File: config.mk
export PLATFORM = sky130hd
export DESIGN_NAME = lanes_serializer
export DESIGN_NICKNAME = d
export VERILOG_FILES = /design/src/rtl/lanes_serializer.sv
export SDC_FILE = /design/constraint.sdc
export NUM_CORES = 1
export LEC_CHECK = 0
export BUFFER_PORTS_ARGS = -buffer_cell sky130_fd_sc_hd__buf_2
export CAP_MARGIN = 30
export CORE_MARGIN = 2
export CORE_UTILIZATION = 26
export DETAILED_ROUTE_END_ITERATION = 8
export PLACE_DENSITY = 0.56
export SLEW_MARGIN = 5
export SYNTH_ARGS = -nofsm -noshare
export SYNTH_HDL_FRONTEND = slang
export SYNTH_SLANG_ARGS = --single-unit
export TNS_END_PERCENT = 20
File: constraint.sdc
create_clock -name clk -period 3.7 [get_ports clk]
set_clock_uncertainty 0.1 [all_clocks]
set_input_delay 0.925 -clock clk [delete_from_list [all_inputs] [get_ports clk]]
set_output_delay 0.925 -clock clk [all_outputs]
set_load 0.01 [all_outputs]
File: src/rtl/lanes_serializer.sv
// -----------------------------------------------------------------------------
// lanes_serializer
//
// Transmit-side serializer for a two-lane link. On a load edge it samples one
// parallel word per lane and then shifts both words out in lockstep, LSB
// first, one bit per clock. The frame length N is chosen by gen_speed when a
// word is loaded and stays fixed until that word has been fully sent:
//   00 / 11 -> Gen4, N = 8
//   01      -> Gen3, N = 132
//   10      -> Gen2, N = 66
//
// Ports
//   clk            clock; all state changes on the rising edge
//   rst            asynchronous, active-low reset
//   enable         serialization enable; low clears all state at each edge
//   gen_speed      frame length select, sampled only on a load edge
//   Lane_0_tx_in   parallel word, lane 0 (bits [N-1:0] used)
//   Lane_1_tx_in   parallel word, lane 1 (bits [N-1:0] used)
//   Lane_0_tx_out  serial data, lane 0 (registered)
//   Lane_1_tx_out  serial data, lane 1 (registered)
//   load_ack       high when the input words are captured at this edge
//   scr_rst        upstream scrambler reseed strobe (counter == N-2)
//   tx_active      high while valid serial bits are on the outputs
// -----------------------------------------------------------------------------
module lanes_serializer (
    input  logic         clk,
    input  logic         rst,
    input  logic         enable,
    input  logic [1:0]   gen_speed,
    input  logic [131:0] Lane_0_tx_in,
    input  logic [131:0] Lane_1_tx_in,
    output logic         Lane_0_tx_out,
    output logic         Lane_1_tx_out,
    output logic         load_ack,
    output logic         scr_rst,
    output logic         tx_active
);

    typedef enum logic [1:0] {
        GEN4     = 2'b00,
        GEN3     = 2'b01,
        GEN2     = 2'b10,
        GEN_RSVD = 2'b11
    } gen_e;

    localparam logic [7:0] LEN_GEN4 = 8'd8;
    localparam logic [7:0] LEN_GEN3 = 8'd132;
    localparam logic [7:0] LEN_GEN2 = 8'd66;

    // Bit position within the current word; 0 means "idle / load next".
    logic [7:0]   counter;
    // Frame length latched at the load edge of the word in flight.
    logic [7:0]   frame_len;
    logic [131:0] shift_0;
    logic [131:0] shift_1;

    // Frame length and input mask selected by the current gen_speed; only
    // consumed on a load edge.
    logic [7:0]   sel_len;
    logic [131:0] sel_mask;
    logic         load;
    logic         last_bit;

    // NOTE: every signal driven here gets a default first, so no path through
    // the case can leave it unassigned and infer a latch.
    always_comb begin
        sel_len  = LEN_GEN4;
        sel_mask = {{124{1'b0}}, {8{1'b1}}};
        case (gen_e'(gen_speed))
            GEN3: begin
                sel_len  = LEN_GEN3;
                sel_mask = {132{1'b1}};
            end
            GEN2: begin
                sel_len  = LEN_GEN2;
                sel_mask = {{66{1'b0}}, {66{1'b1}}};
            end
            default: ;  // GEN4 and the reserved code both use 8-bit frames
        endcase
    end

    assign load     = enable && (counter == 8'd0);
    assign last_bit = (counter == frame_len - 8'd1);

    // The strobes are gated with rst so that they stay low while reset is
    // held, whatever enable is doing.
    assign load_ack = rst && load;
    assign scr_rst  = rst && enable && (counter == frame_len - 8'd2);

    // NOTE: sequential state uses non-blocking assignments so every register
    // samples the pre-edge values, independent of statement order.
    always_ff @(posedge clk or negedge rst) begin
        if (!rst) begin
            counter       <= 8'd0;
            frame_len     <= LEN_GEN4;
            shift_0       <= '0;
            shift_1       <= '0;
            Lane_0_tx_out <= 1'b0;
            Lane_1_tx_out <= 1'b0;
            tx_active     <= 1'b0;
        end else if (!enable) begin
            // Synchronous idle: abandon any word in flight.
            counter       <= 8'd0;
            frame_len     <= LEN_GEN4;
            shift_0       <= '0;
            shift_1       <= '0;
            Lane_0_tx_out <= 1'b0;
            Lane_1_tx_out <= 1'b0;
            tx_active     <= 1'b0;
        end else if (load) begin
            // Bit 0 goes straight to the output; the rest waits in the shift
            // register. Bits at or above N are masked off so stale upper bits
            // can never leak out.
            Lane_0_tx_out <= Lane_0_tx_in[0];
            Lane_1_tx_out <= Lane_1_tx_in[0];
            shift_0       <= (Lane_0_tx_in & sel_mask) >> 1;
            shift_1       <= (Lane_1_tx_in & sel_mask) >> 1;
            frame_len     <= sel_len;
            counter       <= 8'd1;
            tx_active     <= 1'b1;
        end else begin
            Lane_0_tx_out <= shift_0[0];
            Lane_1_tx_out <= shift_1[0];
            shift_0       <= shift_0 >> 1;
            shift_1       <= shift_1 >> 1;
            // Wrapping to 0 after bit N-1 makes the next edge a load edge,
            // giving back-to-back words with no gap.
            counter       <= last_bit ? 8'd0 : counter + 8'd1;
        end
    end

endmodule
---- After elaboration in Yosys (flattened, before gate mapping) ----
Index checks and enable logic that the tools add are counted.
operators by class
  add/sub/neg operators ................... 3
  multipliers ............................. 0
  divide/modulo/power cells ............... 0
  order comparisons ....................... 0
  eq/ne operators ......................... 5
  shifts and indexed selects .............. 0
  multiplexer cells ....................... 17
  bitwise operators ....................... 2
  reduce and logical (&&, ||, !) cells .... 5
operators with widths
  kind                 number
  $mux 131             4
  $and 132x132->132    2
  $pmux 132 s2         1
  $mux 8               5
  $eq 8x8->1           2
  $pmux 8 s2           1
  $add 8x1->8 const B  1
  $logic_not 8->1      1
  $sub 8x1->8 const B  1
  $sub 8x2->8 const B  1
  $mux 1               6
  $logic_and 1x1->1    4
  $eq 2x1->1 const B   1
  $eq 2x2->1 const B   1
  $ne 2x1->1 const B   1
storage, ports and cells
  register bits after elaboration ......... 283
  latch bits .............................. 0
  memory bits (writable) .................. 0
  memory bits (read-only) ................. 0
  input bits .............................. 269
  output and inout bits ................... 5
  logic and storage cells ................. 39
  memories kept ........................... 0

---- Logic depth before layout (Yosys ltp) ----
  depth in word-level cells ............... 5
  gate-level depth with buffers ........... 8
  mapped depth without buffers ............ 7

---- Worst setup path before layout ----
Ideal clock, no wire load.
  path kind ............................... register to output
  from .................................... register frame_len[6]
  to ...................................... output scr_rst
  arrival time ............................ 1.605 ns
  required time ........................... 2.675 ns
  path slack .............................. 1.070 ns
  stages on the path, launching flop included .. 7
  path buffers ............................ 0
  cell sequence ........................... dfrtp_1 > inv_1 > ha_1 > and3_1 > a22o_1 > a221o_1 > and4_1
on the way
  longest elaborated chain between the ends .. 3
RTL lines
  item                    line  RTL
  from (decl)             53    logic [7:0] frame_len;
  from (signal assigned)  118   frame_len <= sel_len;
  $sub 8x2->8             88    assign scr_rst = rst && enable && (counter == frame_len - 8'd2);
  $eq 8x8->1              88
  $logic_and 1x1->1       88
  to (decl)               35    output logic scr_rst,
Every way passes these cells.

---- Final worst setup path ----
Same ends and word-level chain as after synthesis.

==> results.yml <==
run_status:
  status: "finished, final reports clean"
floorplan:
  die_w_um: 201
  start_util_pct: 26.2
  pin_count: 274
  die-area_mm2: 0.0404
  rows: 72
  core_area_mm2: 0.0385
  dieHeight_um: 201
setup_path:
  rr_worst_depth: 7
  reg2reg_slack_ns: 1.21
  arrival_ns: 2.49
  reg2reg_from: "counter[0]"
  endpoint_kind: "output port"
  critPathMaxFanout: 8
  required_ns: 2.67
  worstReg2RegEnd: "shift_1[63]"
  crit_path_start_kind: "flip-flop"
  crit_type: "reg -> out"
cells_and_area:
  area_growth_syn_to_layout_pct: 30.0
  nets: 1216
  final_cell_mix: "275 x dfrtp_1, 272 x buf_2, 263 x a22o_1, 31 x clkbuf_16, 15 x buf_4"
  final_common_cell: "dfrtp_1"
  layout-drive-gt1-share_pct: 36.5
  fillers: 3854
cts:
  tritoncts: "built"
  cts_sinks: 276
  post-cts-setup-buffers: 0
  path_clk_slew_ns: 0.06
  clockBufferDepth: 3
  cts_inserted_buffers: 31
  cts_root_buf: "clkbuf_16"
  clock_latency_ns: 0.57
  cts_resized: 0
  ctsHoldBuffers: 0
  cts_max_level: 1
sta:
  timing.final.crit_share_pct: 95.0
  layout_min_cycle_time_ns: 3.52
  relSlewSlack_pct: 49.4
  finalSetupTns_ns: 0
  worst_pin_slew_ns: 0.759
  finalHoldViolCount: 0
  finalSetupViolCount: 0
  fmax_ghz: 0.284
  rsz0062_at_grt: "false"
  slew_violations: 0
  fin_hold_ws_ns: 0.109
synthesis:
  synthCells: 672
  synthDistinctLibCells: 34
  avgSynthCellArea_um2: 15.0
  synth_area_mm2: 0.0101
  yosys-top-cells-area: "dfrtp_1 68%, a22o_1 23%, buf_2 1.9%"
  synth-main-ff-cell: "dfrtp_1"
  synth_top_cell_by_area: "dfrtp_1"
  yosysSeqAreaShare_pct: 68.5
  synth_edf_count: 0
  syn-num-nets: 947
  async_reset_ff_share_pct: 100
  synth_seq_cells: 276
  ys_warn_count: 0
  synth.top_cell.area_share_pct: 68.2
drt:
  vias: 6812
  ant_nets: 0
  wire_per_inst_um: 17.5
  dr.first_iter.drc_count: 319
  routed_wl_um: 26000
  route.detailed.drc: 0
  first_pass_iters: 4
  viasPerCell: 4.59
grt:
  grt_pass1_vias: 7253
  grt_max_degree: 120
  grt_pass1_wl_um: 41300
  antenna_found_initial: 9
  grt.overflow.total: 0
  track_usage_pct: 12.7
place:
  place.gp.congestion: 0.787
  portBuffers: 273
  dp_hpwl_um: 16900
job:
  drv_cap: 0
power_and_ir_drop:
  p_leak_nw: 6.66
  ir_worst_vdd_mv: 0.331
  power_density_mw_per_mm2: 600
hold_path:
  hold_class: "in -> async"
## worst max-delay path: stages (launching register included)
cell     delay, ns
dfrtp_1       0.42
inv_1         0.10
ha_1          0.26
and3_1        0.21
a22o_1        0.21
a221o_1       0.39
and4_1        0.21
buf_2         0.14
## cells by family (layout without fill, tap and decap cells)
logic type / count (synthesis) / count (layout) / share of synthesized area, %
other: 0 / 2 / 0
adder cells (fa/ha/maj): 6 / 6 / 0.744
flip-flops: 276 / 276 / 68.5
AO/OA/AOI/OAI: 280 / 280 / 24.0
buffers and inverters: 67 / 360 / 3.69
AND/OR/NAND/NOR: 32 / 32 / 2.08
XOR/XNOR: 11 / 11 / 0.955
## area by class of cell
cell class	count	area [um2]	share of cell area, %
Tap cell	518	648	4.94
Antenna cell	2	5.00	0.0382
Clock inverter	8	103	0.783
Sequential cell	276	6910	52.7
Inverter	8	30.0	0.229
Clock buffer	49	963	7.35
Timing Repair Buffer	295	1640	12.5
Multi-Input combinational cell	329	2820	21.5
## per-layer routing
| layer | vias up | GRT usage (%) | routed length (um) |
|---|---|---|---|
| met1 | 3396 | 17.4 | 11700 |
| met2 | 248 | 19.2 | 11300 |
| met3 | 50 | 4.48 | 2420 |
| met4 | 14 | 3.49 | 474 |
| li1 | 3104 | - | - |
| met5 | - | 0 | 99 |
## where the power goes
part	total, mW	switching (mW)	leakage (nW)	internal, mW
Sequential	3.50	0.127	3.78	3.37
Combinational	1.21	0.703	2.36	0.511
Clock	3.16	1.24	0.520	1.91
Total	7.87	2.08	6.66	5.80
## cells in the mapped netlist, types with 3 or more instances
| cell type | instances |
|---|---|
| buf_2 | 39 |
| nand2_1 | 5 |
| clkbuf_1 | 5 |
| buf_6 | 7 |
| nand3_1 | 5 |
| buf_4 | 5 |
| and3_1 | 6 |
| xor2_1 | 5 |
| a21oi_1 | 3 |
| a22o_1 | 263 |
| ha_1 | 6 |
| dfrtp_1 | 275 |
| buf_1 | 3 |
| a211oi_1 | 6 |
| nor2_1 | 3 |
| xnor2_1 | 6 |
| inv_1 | 8 |
## stage by stage
step           worst slack (ns)  cells  util [%]  area (um2)  power [mW]
2_1_floorplan              1.07    672         -       10100        4.30
3_3_place_gp              0.841   1425      31.2       12000        4.76
3_5_place_dp              0.788   1425      31.2       12000        4.78
4_1_cts                   0.153   1482      34.0       13100        8.01
5_1_grt                  0.0692   1483      34.1       13100        8.28
6_report                  0.184   1485      34.1       13100        7.87
## state kept, by name (all words and copies together), names as in the netlist
signal,count
frame_len,3
shift_0,131
counter,8
Lane_1_tx_out,1
shift_1,131
tx_active,1
Lane_0_tx_out,1
## how the worst max path moves through the flow
stage                 startpoint       to  slack, ns
CTS                 frame_len[6]  scr_rst       0.15
floorplan           frame_len[6]  scr_rst       1.07
global route        frame_len[2]  scr_rst       0.07
global placement    frame_len[6]  scr_rst       0.84
detailed placement  frame_len[6]  scr_rst       0.79
finish              frame_len[6]  scr_rst       0.18
(Power assumes the default switching activity.)
